==> src/rtl/uart_tx_port.sv <==
// uart_tx_port: memory-mapped 8N1 UART transmitter with a small TX FIFO.
// Registers: DATA (push byte), STATUS (flags/count, overflow clear), DIV (baud divisor).
// Optional build macro UART_TX_IRQ_EN adds an irq output and an irq-enable bit in STATUS.
//
//   state | meaning
//   IDLE  | line high, waiting for a byte in the FIFO
//   START | start bit (tx low) for one bit period
//   DATA  | eight data bits, LSB first
//   STOP  | stop bit (tx high) for one bit period
module uart_tx_port #(
    parameter int          CLK_FREQ        = 25000000,
    parameter int          BAUD_RATE       = 115200,
    parameter int          FIFO_DEPTH      = 8,
    parameter logic [3:0]  DATA_REG_ADDR   = 4'b0000,
    parameter logic [3:0]  STATUS_REG_ADDR = 4'b0001,
    parameter logic [3:0]  DIV_REG_ADDR    = 4'b0010
) (
    input  logic        clk,
    input  logic        rst,
    input  logic [31:0] data_in,
    output logic [31:0] data_out,
    input  logic [3:0]  address,
    input  logic        rw,
    input  logic        ce,
    output logic        tx
`ifdef UART_TX_IRQ_EN
    ,
    output logic        irq
`endif
);

    localparam int              AW        = $clog2(FIFO_DEPTH);
    localparam int              CW        = AW + 1;
    localparam logic [15:0]     DIV_RESET = 16'(CLK_FREQ / BAUD_RATE - 1);
    localparam logic [CW-1:0]   DEPTH_CNT = CW'(FIFO_DEPTH);
    localparam logic [CW-1:0]   CNT_ONE   = 1;
    localparam logic [AW-1:0]   PTR_ONE   = 1;

    typedef enum logic [1:0] {
        ST_IDLE  = 2'd0,
        ST_START = 2'd1,
        ST_DATA  = 2'd2,
        ST_STOP  = 2'd3
    } state_t;

    state_t          state, state_next;
    logic [7:0]      fifo_mem [FIFO_DEPTH];
    logic [AW-1:0]   wr_ptr, rd_ptr;
    logic [CW-1:0]   fifo_cnt;
    logic            fifo_full, fifo_empty;
    logic            wr_data, wr_status, wr_div;
    logic            push, pop;
    logic            overflow;
    logic [15:0]     div_reg, div_latched, baud_cnt;
    logic [2:0]      bit_cnt;
    logic [7:0]      shift_reg;
    logic            tick, busy;
    logic            irq_en_bit;
    logic            unused_data_hi;

    assign unused_data_hi = ^data_in[31:16];

    assign wr_data    = ce && rw && (address == DATA_REG_ADDR);
    assign wr_status  = ce && rw && (address == STATUS_REG_ADDR);
    assign wr_div     = ce && rw && (address == DIV_REG_ADDR);
    assign fifo_full  = (fifo_cnt == DEPTH_CNT);
    assign fifo_empty = (fifo_cnt == '0);
    // A full FIFO still accepts a byte when the serialiser pops in the same cycle.
    assign push       = wr_data && (!fifo_full || pop);
    assign tick       = (baud_cnt == 16'd0);
    assign busy       = (state != ST_IDLE);

    // State register.
    always_ff @(posedge clk) begin
        if (rst) state <= ST_IDLE;
        else     state <= state_next;
    end

    // Next-state logic and FIFO pop request.
    always_comb begin
        state_next = state;
        pop        = 1'b0;
        case (state)
            ST_IDLE:  if (!fifo_empty) begin
                          pop        = 1'b1;
                          state_next = ST_START;
                      end
            ST_START: if (tick) state_next = ST_DATA;
            ST_DATA:  if (tick && (bit_cnt == 3'd7)) state_next = ST_STOP;
            ST_STOP:  if (tick) state_next = ST_IDLE;
            default:  state_next = ST_IDLE;
        endcase
    end

    // FIFO storage; contents are don't-care after reset since the pointers are cleared.
    always_ff @(posedge clk) begin
        if (push) fifo_mem[wr_ptr] <= data_in[7:0];
    end

    // FIFO pointers and occupancy count.
    always_ff @(posedge clk) begin
        if (rst) begin
            wr_ptr   <= '0;
            rd_ptr   <= '0;
            fifo_cnt <= '0;
        end else begin
            if (push) wr_ptr <= wr_ptr + PTR_ONE;
            if (pop)  rd_ptr <= rd_ptr + PTR_ONE;
            case ({push, pop})
                2'b10:   fifo_cnt <= fifo_cnt + CNT_ONE;
                2'b01:   fifo_cnt <= fifo_cnt - CNT_ONE;
                default: fifo_cnt <= fifo_cnt;
            endcase
        end
    end

    // Divisor register and sticky overflow flag.
    always_ff @(posedge clk) begin
        if (rst) begin
            div_reg  <= DIV_RESET;
            overflow <= 1'b0;
        end else begin
            if (wr_div) div_reg <= data_in[15:0];
            if (wr_data && fifo_full && !pop) overflow <= 1'b1;
            else if (wr_status && data_in[3])  overflow <= 1'b0;
        end
    end

    // Serialiser: down-counting baud timer, shift register and registered tx.
    always_ff @(posedge clk) begin
        if (rst) begin
            tx          <= 1'b1;
            shift_reg   <= '0;
            baud_cnt    <= '0;
            bit_cnt     <= '0;
            div_latched <= DIV_RESET;
        end else begin
            case (state)
                ST_IDLE: if (pop) begin
                    shift_reg   <= fifo_mem[rd_ptr];
                    div_latched <= div_reg;
                    baud_cnt    <= div_reg;
                    bit_cnt     <= '0;
                    tx          <= 1'b0;
                end
                ST_START: if (tick) begin
                    baud_cnt <= div_latched;
                    tx       <= shift_reg[0];
                end else begin
                    baud_cnt <= baud_cnt - 16'd1;
                end
                ST_DATA: if (tick) begin
                    baud_cnt  <= div_latched;
                    bit_cnt   <= bit_cnt + 3'd1;
                    shift_reg <= {1'b0, shift_reg[7:1]};
                    tx        <= (bit_cnt == 3'd7) ? 1'b1 : shift_reg[1];
                end else begin
                    baud_cnt <= baud_cnt - 16'd1;
                end
                ST_STOP: if (!tick) baud_cnt <= baud_cnt - 16'd1;
                default: tx <= 1'b1;
            endcase
        end
    end

`ifdef UART_TX_IRQ_EN
    logic irq_en;

    // Interrupt enable and registered "transmitter drained" interrupt.
    always_ff @(posedge clk) begin
        if (rst) begin
            irq_en <= 1'b0;
            irq    <= 1'b0;
        end else begin
            if (wr_status) irq_en <= data_in[4];
            irq <= irq_en && fifo_empty && (state == ST_IDLE);
        end
    end

    assign irq_en_bit = irq_en;
`else
    assign irq_en_bit = 1'b0;
`endif

    // Combinational register read mux.
    always_comb begin
        data_out = 32'h0;
        if (ce && !rw) begin
            case (address)
                STATUS_REG_ADDR: data_out = {16'h0, 8'(fifo_cnt), 3'b000, irq_en_bit,
                                             overflow, busy, fifo_empty, fifo_full};
                DIV_REG_ADDR:    data_out = {16'h0, div_reg};
                default:         data_out = 32'h0;
            endcase
        end
    end

endmodule
==> config.mk <==
export PLATFORM = sky130hd
export DESIGN_NAME = uart_tx_port
export DESIGN_NICKNAME = d
export VERILOG_FILES = /design/src/rtl/uart_tx_port.sv
export SDC_FILE = /design/constraint.sdc
export NUM_CORES = 1
export LEC_CHECK = 0
export BUFFER_PORTS_ARGS = -buffer_cell sky130_fd_sc_hd__buf_2
export CAP_MARGIN = 10
export CORE_ASPECT_RATIO = 1.75
export CORE_UTILIZATION = 55
export DETAILED_ROUTE_END_ITERATION = 6
export PLACE_DENSITY_LB_ADDON = 0.12
export REMOVE_ABC_BUFFERS = 1
export SLEW_MARGIN = 20
export SYNTH_ARGS = -nofsm -noshare
export SYNTH_HDL_FRONTEND = slang
export SYNTH_SLANG_ARGS = --single-unit
==> constraint.sdc <==
create_clock -name clk -period 5.9 [get_ports clk]
set_clock_uncertainty 0.1 [all_clocks]
set_input_delay 0.295 -clock clk [delete_from_list [all_inputs] [get_ports clk]]
set_output_delay 0.295 -clock clk [all_outputs]
set_load 0.02 [all_outputs]
==> results of run 1 <==
[final cells by class]
cell class / count / share of cell area (%)
flip-flops and latches: 140 / 45.3
multi-input cells: 454 / 40.2
clock buffers: 17 / 5.59
repair buffers: 49 / 3.52
well taps: 165 / 2.71
clock inverters: 15 / 2.16
inverters: 10 / 0.494
[cells in the mapped netlist, drive strengths merged, types with 5 or more instances]
| cell | count |
|---|---|
| a211oi | 16 |
| a21oi | 49 |
| a22oi | 5 |
| and2 | 9 |
| buf | 30 |
| clkbuf | 30 |
| dfxtp | 76 |
| edfxtp | 64 |
| ha | 13 |
| inv | 10 |
| mux2i | 10 |
| mux4 | 16 |
| nand2 | 103 |
| nand2b | 7 |
| nand3 | 12 |
| nand3b | 10 |
| nand4 | 5 |
| nor2 | 36 |
| nor2b | 6 |
| nor3 | 19 |
| nor4 | 6 |
| o21ai | 30 |
| xnor2 | 7 |
| xor2 | 8 |
[report_power, final]
part	switching [mW]	total [mW]	internal (mW)
logic	0.695	1.13	0.438
registers	0.131	1.23	1.10
clock network	0.422	1.05	0.629
[through the flow]
stage	hold WS, ns	cells	util [%]	area, um2
final	0.0179	850	63.0	7600
after global routing	0.0120	850	63.0	7600
after CTS	0.00620	850	63.0	7600
after detailed placement	0.347	818	58.1	7010
after global placement	0.340	818	58.1	7010
after floorplan	0.260	604	-	6540
[cells by family after synthesis]
group	after synthesis	share of synthesized area (%)
other cells	1	0.0550
simple gates	233	17.1
buf+inv	70	5.43
xor+xnor	15	1.93
compound gates	147	15.1
mux	29	7.25
fa+ha+maj	14	2.68
flops	140	50.5
[worst paths after layout]
kind / from / to / cells after the start
worst max-delay path: state[1]$_SDFFE_PP0P_ / fifo_cnt[3]$_SDFFE_PP0P_ / 10
worst min-delay path: data_in[12] / div_reg[12]$_SDFFE_PP0P_ / 3
worst max register to register: state[1]$_SDFFE_PP0P_ / fifo_cnt[3]$_SDFFE_PP0P_ / 10
worst min register to register: div_latched[2]$_SDFFE_PP0P_ / div_latched[2]$_SDFFE_PP0P_ / 2
[critical path, delay by kind of cell, from the launching register on]
kind	cells	cell delay [ns]
AO/OA/AOI/OAI	6	1.88
AND/OR/NAND/NOR	1	0.46
buffers and inverters	1	0.12
adder cells (fa/ha/maj)	2	0.67
flip-flops	1	0.36
[routing by layer]
metal	wire length, um	up-vias	GRT usage, %
li1	-	2389	-
met3	629	43	4.93
met4	570	0	13.8
met1	5860	2410	27.8
met2	8750	136	47.8
met5	0	-	0
==> flow_summary.toml, run 1 <==
[status]
run_status = "complete, no violations"

[synthesis]
synth.distinct_cells = 74
synth_top_area_share_pct = 28.2
async_flop_share_pct = 0
synth_edf_count = 64
synthesized_netlist_cell_count = 649
post_synth_instance_area_mm2 = 0.00682
synth.area.top_cells = "sky130_fd_sc_hd__edfxtp_1 (28%), sky130_fd_sc_hd__dfxtp_1 (22%), sky130_fd_sc_hd__nand2_1 (5.6%), sky130_fd_sc_hd__mux4_2 (5.3%), sky130_fd_sc_hd__a21oi_1 (3.6%)"
synth-warning-count = 0
yosys_register_bits = 140
netlist.top_cell.by_area = "sky130_fd_sc_hd__edfxtp_1"
synth_ff_type = "sky130_fd_sc_hd__dfxtp_1"
ys_seq_area_share_pct = 50.5
syn_area_per_cell_um2 = 10.5

[sta]
relSlewSlack_pct = 32.3
final_critical_path_setup_slack_ns = 2.22
worstMarginPinSlew_ns = 1.02
fin_crit_period_ns = 3.68
setup_violations = 0
grt_setup_unrepaired = "false"
number_of_max_slew_violations_in_the_final_report = 0
period_share_pct = 62.4
tns_ns = 0
final-hold-violation-count = 0
max_freq_mhz = 272

[clock_tree]
post_cts.repair.setup_buffers = 0
cts_tree = "built"
cts.repair.resized = 0
worstSkewPairLatency_ns = 0.42
tritoncts.num_buffers = 17
cts_root_buffer = "sky130_fd_sc_hd__clkbuf_16"
clock-sinks = 140
h_tree_lvls = 4
clkSlewWorstSetupHoldPaths_ns = 0.06
clock_path_buffers = 2
number_of_buffers_added_to_fix_hold_violations_after_cts = 0

[drt]
vias = 4978
wire_length_reported_by_the_detailed_router_mm = 15.8
drc_errors = 0
routed_via_density = 5.86
wl_per_cell_um = 18.6
first_pass_iters = 5
drtAntennaViolNets = 0
dr.first_iter.drc_count = 284

[job]
maxCapViolCount = 0

[critical_path]
worstSetupStartpointType = "flop"
critPathRequiredTime_ns = 6.13
reg2reg_setup_slack_ns = 2.22
cp-end-kind = "flop"
critical_path_arrival_ns = 3.91
worstPathMaxFanout = 20
slowest_delay_ns = 0.83
cell_with_the_biggest_individual_delay_on_the_critical_path = "sky130_fd_sc_hd__o41a_1"
critPathKind = "reg2reg"
cp_cell_sequence = "inv_1 > ha_1 > o41a_1 > o31a_1 > ha_1 > a21o_1 > a21o_1 > or3b_2 > o32a_1 > a31oi_1"

[finish]
num-fill-cells = 1022
final_common_cell = "sky130_fd_sc_hd__nand2_1"
most_flop_heavy_register = "fifo_mem"
largest_register_ff_count = 64
multi_input_area_mm2 = 0.00306
flow.area_growth_from_synthesis_pct = 11.6
sequential_cell_area_mm2 = 0.00344
mostFrequentLayoutCells = "sky130_fd_sc_hd__nand2_1 (102), sky130_fd_sc_hd__dfxtp_1 (75), sky130_fd_sc_hd__edfxtp_1 (64)"
final_net_count = 726
antenna_cells = 0
layout-drive-gt1-share_pct = 18.7

[grt]
grt_pass1_vias = 4885
grt_pass1_wl_mm = 25.0
grt_antenna_before_repair = 0
grtUsageTotal_pct = 26.1
global_route.overflow_total = 0
grt_max_degree = 81

[die]
starting_utilization_of_the_core_area_pct = 56.5
core.rowCount = 53
chipWidth_um = 86.2
floorplan.core_area_mm2 = 0.0121
die_area_mm2 = 0.0129
ios = 73
die_y_um = 149

[worst_hold_path]
hold_class = "in2reg"

[power]
report.power.total_mw = 3.41
pwr_density_cell_mw_per_mm2 = 449
irDropWorstVdd_v = 0.000288
static-leakage-power_nw = 2.70

[place]
dpl.hpwl_mm = 11.0
globalplace.congestion = 0.889
detailedPlace.worstSlack_ns = 2.21
port_buffers = 40
No activity file was read; power rests on OpenSTA's default activity.
==> run 2: changes to the inputs <==
- clock period: 5.9 -> 3.55 ns (I/O delays scaled with it)
==> flow_summary.toml, run 2 (synthesized netlist as in run 1, its figures left out) <==
[status]
run_status = "complete, no violations"

[grt]
grt_max_degree = 31
global_route.usage.met2_pct = 51.7
grtUsageTotal_pct = 26.9
global_route.overflow_total = 0
grt_antenna_before_repair = 0
grt_pass1_wl_mm = 25.8
grt_pass1_vias = 5170
use_met3_pct = 5.53
met1_usage_pct = 27.2
gr-max-usage-layer = "met2"

[worst_hold_path]
min_to = "wr_ptr[1]$_SDFFE_PP0P_"
worst_hold_startpoint = "address[1]"
hold_path_depth = 4
hold_class = "in2reg"

[drt]
wl_per_cell_um = 18.7
vias = 5137
drc_errors = 0
drtAntennaViolNets = 0
routed_via_density = 5.85
wire_length_reported_by_the_detailed_router_mm = 16.4
first_pass_iters = 5
dr.first_iter.drc_count = 253

[clock_tree]
tritoncts.num_buffers = 17
clock_path_buffers = 2
clkSlewWorstSetupHoldPaths_ns = 0.06
cts_tree = "built"
cts_root_buffer = "sky130_fd_sc_hd__clkbuf_16"
worstSkewPairLatency_ns = 0.43
h_tree_lvls = 4
clock-sinks = 140
cts.repair.resized = 0

[finish]
final_net_count = 754
layout-drive-gt1-share_pct = 19.5
most_flop_heavy_register = "fifo_mem"
num-fill-cells = 987
flow.area_growth_from_synthesis_pct = 15.7
final_common_cell = "sky130_fd_sc_hd__nand2_1"
antenna_cells = 0
largest_register_ff_count = 64
mostFrequentLayoutCells = "sky130_fd_sc_hd__nand2_1 (102), sky130_fd_sc_hd__dfxtp_1 (76), sky130_fd_sc_hd__edfxtp_1 (64)"

[sta]
max_freq_mhz = 349
grt_setup_unrepaired = "false"
setup_violations = 0
final_critical_path_setup_slack_ns = 0.681
number_of_max_slew_violations_in_the_final_report = 0
period_share_pct = 80.8
relSlewSlack_pct = 43.0
final-hold-violation-count = 0
worstMarginPinSlew_ns = 0.855
fin_crit_period_ns = 2.87
tns_ns = 0

[critical_path]
reg2reg_depth = 7
crit-reg2reg-capture = "baud_cnt[7]$_SDFFE_PP0P_"
worstPathMaxFanout = 12
critical_path.top_delay_family = "simple AND/OR/NAND/NOR gates"
cell_with_the_biggest_individual_delay_on_the_critical_path = "sky130_fd_sc_hd__or3b_1"
slowest_delay_ns = 0.53
worst-path-buf-inv = 1
critPathRequiredTime_ns = 3.77
cp-end-kind = "flop"
cp_cell_sequence = "inv_1 > ha_1 > or3b_1 > or3b_4 > o21ai_2 > nor3_1 > a211o_1"
reg2reg_setup_slack_ns = 0.68
worstSetupStartpointType = "flop"
critical_path_arrival_ns = 3.09
critPathKind = "reg2reg"
r2r-start = "baud_cnt[0]$_SDFFE_PP0P_"

[place]
globalplace.congestion = 0.891
port_buffers = 40
detailedPlace.worstSlack_ns = 0.711
dpl.hpwl_mm = 11.3

[die]
die_area_mm2 = 0.0129
die_y_um = 149
ios = 73
chipWidth_um = 86.2
starting_utilization_of_the_core_area_pct = 56.5
floorplan.core_area_mm2 = 0.0121
core.rowCount = 53

[power]
report.power.total_mw = 5.94
static-leakage-power_nw = 2.85
pwr_density_cell_mw_per_mm2 = 752
irDropWorstVdd_v = 0.000475

[job]
maxCapViolCount = 0
-- run 2: worst max path at each step --
stage / depth (start not counted) / to / startpoint / slack [ns]
after floorplan: 10 / fifo_cnt[3]$_SDFFE_PP0P_ / state[0]$_SDFFE_PP0P_ / 0.51
after global placement: 7 / baud_cnt[7]$_SDFFE_PP0P_ / baud_cnt[0]$_SDFFE_PP0P_ / 0.74
after detailed placement: 7 / baud_cnt[7]$_SDFFE_PP0P_ / baud_cnt[0]$_SDFFE_PP0P_ / 0.71
after CTS: 7 / baud_cnt[7]$_SDFFE_PP0P_ / baud_cnt[0]$_SDFFE_PP0P_ / 0.69
after global routing: 7 / baud_cnt[7]$_SDFFE_PP0P_ / baud_cnt[0]$_SDFFE_PP0P_ / 0.59
final: 7 / baud_cnt[7]$_SDFFE_PP0P_ / baud_cnt[0]$_SDFFE_PP0P_ / 0.68
-- run 2: layout make-up --
class	count	area, um2	share of cell area [%]
Sequential cell	140	3440	43.6
Multi-Input combinational cell	454	3060	38.8
Timing Repair Buffer	77	518	6.57
Clock buffer	17	425	5.39
Tap cell	165	206	2.62
Clock inverter	15	200	2.54
Inverter	10	37.5	0.476
-- run 2: what timing repair did --
action	4_1_cts	5_1_grt
endpoints found under the hold margin	76	0
hold buffers	16	0
endpoints found under the setup margin	0	0
buffers inserted	0	0
-- run 2: per-layer routing --
| metal | routed length, um | up-vias |
|---|---|---|
| li1 | - | 2453 |
| met1 | 6050 | 2527 |
| met2 | 9230 | 122 |
| met3 | 568 | 35 |
| met4 | 536 | 0 |
| met5 | 0 | - |
-- run 2: tightest hold or removal path: cells and delay by family --
kind | cells | cell delay (ns)
buffers and inverters | 1 | 0.14
AOI/OAI and AO/OA | 2 | 0.14
and+or+nand+nor | 1 | 0.08
-- run 2: power by group --
| group | total (mW) | internal (mW) | switching (mW) |
|---|---|---|---|
| Combinational | 2.03 | 0.797 | 1.23 |
| Clock | 1.89 | 1.14 | 0.753 |
| Sequential | 2.02 | 1.83 | 0.194 |
| Total | 5.94 | 3.76 | 2.18 |
-- run 2: per-stage QoR --
step	area [um2]	utilization, %	hold slack (ns)	cells
floorplan	6540	-	0.142	604
global placement	7100	58.9	0.321	830
detailed placement	7100	58.9	0.326	830
CTS	7890	65.4	0.0738	878
global route	7890	65.4	0.113	878
finish	7890	65.4	0.0701	878
==> run 3: changes to the inputs <==
- clock period: 3.55 -> 3 ns (I/O delays scaled with it)
==> flow_summary.toml, run 3 (synthesized netlist as in run 1, its figures left out) <==
[finish]
antenna_cells = 0
finish.cell_count_without_fillers = 887
final_common_cell = "sky130_fd_sc_hd__nand2_1"
flow.area_growth_from_synthesis_pct = 16.0
final_net_count = 763
num-fill-cells = 999
final_util_pct = 65.5
layout-drive-gt1-share_pct = 20.5
largest_register_ff_count = 64
mostFrequentLayoutCells = "sky130_fd_sc_hd__nand2_1 (102), sky130_fd_sc_hd__dfxtp_1 (76), sky130_fd_sc_hd__edfxtp_1 (64)"
most_flop_heavy_register = "fifo_mem"

[grt]
grt_pass1_vias = 5393
grt_pass1_wl_mm = 26.9
grt_antenna_before_repair = 0
grtUsageTotal_pct = 28.0
global_route.overflow_total = 0
grt_max_degree = 43

[die]
die_area_mm2 = 0.0129
core.rowCount = 53
starting_utilization_of_the_core_area_pct = 56.5
chipWidth_um = 86.2
floorplan.core_area_mm2 = 0.0121
ios = 73
die_y_um = 149

[power]
pwr_density_cell_mw_per_mm2 = 877
static-leakage-power_nw = 2.85
irDropWorstVdd_v = 0.000745
report.power.total_mw = 6.94

[sta]
number_of_max_slew_violations_in_the_final_report = 0
relSlewSlack_pct = 43.5
worstMarginPinSlew_ns = 0.847
max_freq_mhz = 359
setup_violations = 0
grt_setup_unrepaired = "false"
final_critical_path_setup_slack_ns = 0.215
final-hold-violation-count = 0
fin_crit_period_ns = 2.78
period_share_pct = 92.8

[clock_tree]
clock_path_buffers = 2
h_tree_lvls = 4
tritoncts.num_buffers = 17
cts_tree = "built"
worstSkewPairLatency_ns = 0.42
clkSlewWorstSetupHoldPaths_ns = 0.06
post_cts.repair.setup_buffers = 0
clock-sinks = 140
cts_root_buffer = "sky130_fd_sc_hd__clkbuf_16"
cts.repair.resized = 0

[job]
maxCapViolCount = 0

[drt]
first_pass_iters = 6
routed.top_layer = "met4"
routed_via_density = 5.88
met1_length_mm = 5.95
vias = 5215
drtAntennaViolNets = 0
drc_errors = 0
route.met3.wl_um = 746
wire_length_reported_by_the_detailed_router_mm = 16.7
wl_per_cell_um = 18.8
dr.first_iter.drc_count = 286
routed-wl-met2_mm = 9.28

[critical_path]
critPathRequiredTime_ns = 3.23
critPathKind = "reg2reg"
cp-end-kind = "flop"
critical_path_arrival_ns = 3.02
worstPathMaxFanout = 5
worstSetupStartpointType = "flop"

[place]
globalplace.congestion = 0.934
dpl.hpwl_mm = 11.6
detailedPlace.worstSlack_ns = 0.238
placed_cells = 839
port_buffers = 40

[worst_hold_path]
hold_class = "in2reg"

[status]
run_status = "complete, no violations"
[run 3: changes by cell type in the layout (fill, tap and decap cells not counted), sizes merged]
cell / before / now
clkinvlp: 1 / 5
bufinv: 3 / 1
buf: 61 / 70
inv: 20 / 18
[run 3: through the flow]
| step | TNS, ns | area (um2) | hold WS [ns] |
|---|---|---|---|
| 2_1_floorplan | -0.0418 | 6540 | 0.115 |
| 3_3_place_gp | 0 | 7170 | 0.291 |
| 3_5_place_dp | 0 | 7170 | 0.300 |
| 4_1_cts | 0 | 7910 | 0.0384 |
| 5_1_grt | 0 | 7910 | 0.0818 |
| 6_report | 0 | 7910 | 0.0550 |
[run 3: worst max-delay path, stage by stage (launching register included)]
cell and delay [ns]:
sky130_fd_sc_hd__dfxtp_1 0.35, sky130_fd_sc_hd__inv_1 0.11, sky130_fd_sc_hd__ha_1 0.27, sky130_fd_sc_hd__o41a_1 0.22, sky130_fd_sc_hd__o31a_1 0.21, sky130_fd_sc_hd__ha_1 0.25
sky130_fd_sc_hd__a21o_1 0.18, sky130_fd_sc_hd__a21o_1 0.19, sky130_fd_sc_hd__or3b_2 0.46, sky130_fd_sc_hd__o32a_1 0.19, sky130_fd_sc_hd__a31oi_1 0.17
[run 3: final timing paths]
kind                                             startpoint                     endpoint  slack [ns]  cells past startpoint
worst max-delay path                  state[0]$_SDFFE_PP0P_     fifo_cnt[3]$_SDFFE_PP0P_        0.22                     10
worst min-delay path                             address[1]       wr_ptr[1]$_SDFFE_PP0P_        0.06                      4
worst max register to register        state[0]$_SDFFE_PP0P_     fifo_cnt[3]$_SDFFE_PP0P_        0.22                     10
worst min register to register  div_latched[2]$_SDFFE_PP0P_  div_latched[2]$_SDFFE_PP0P_        0.35                      2
[run 3: area by class of cell]
type | instances | area [um2] | area share [%]
clock inverter | 15 | 151 | 1.91
tap | 165 | 206 | 2.61
sequential | 140 | 3440 | 43.5
clock buffer | 17 | 425 | 5.38
timing repair buffer | 86 | 586 | 7.40
inverter | 10 | 37.5 | 0.475
multi-input combinational | 454 | 3060 | 38.7
[run 3: repair_timing]
action	4_1_cts	5_1_grt
endpoints found under the hold margin	79	0
hold buffers	16	0
endpoints found under the setup margin	0	0
[run 3: where the power goes]
part	leakage, nW	switching (mW)	internal [mW]
Sequential	1.20	0.211	2.16
Clock	0.268	0.878	1.17
Combinational	1.39	1.50	1.02
[run 3: routing by layer]
layer	GRT usage, %	vias up
met5	0	-
met4	16.8	0
met3	4.10	49
met2	51.6	173
met1	29.6	2540
li1	-	2453
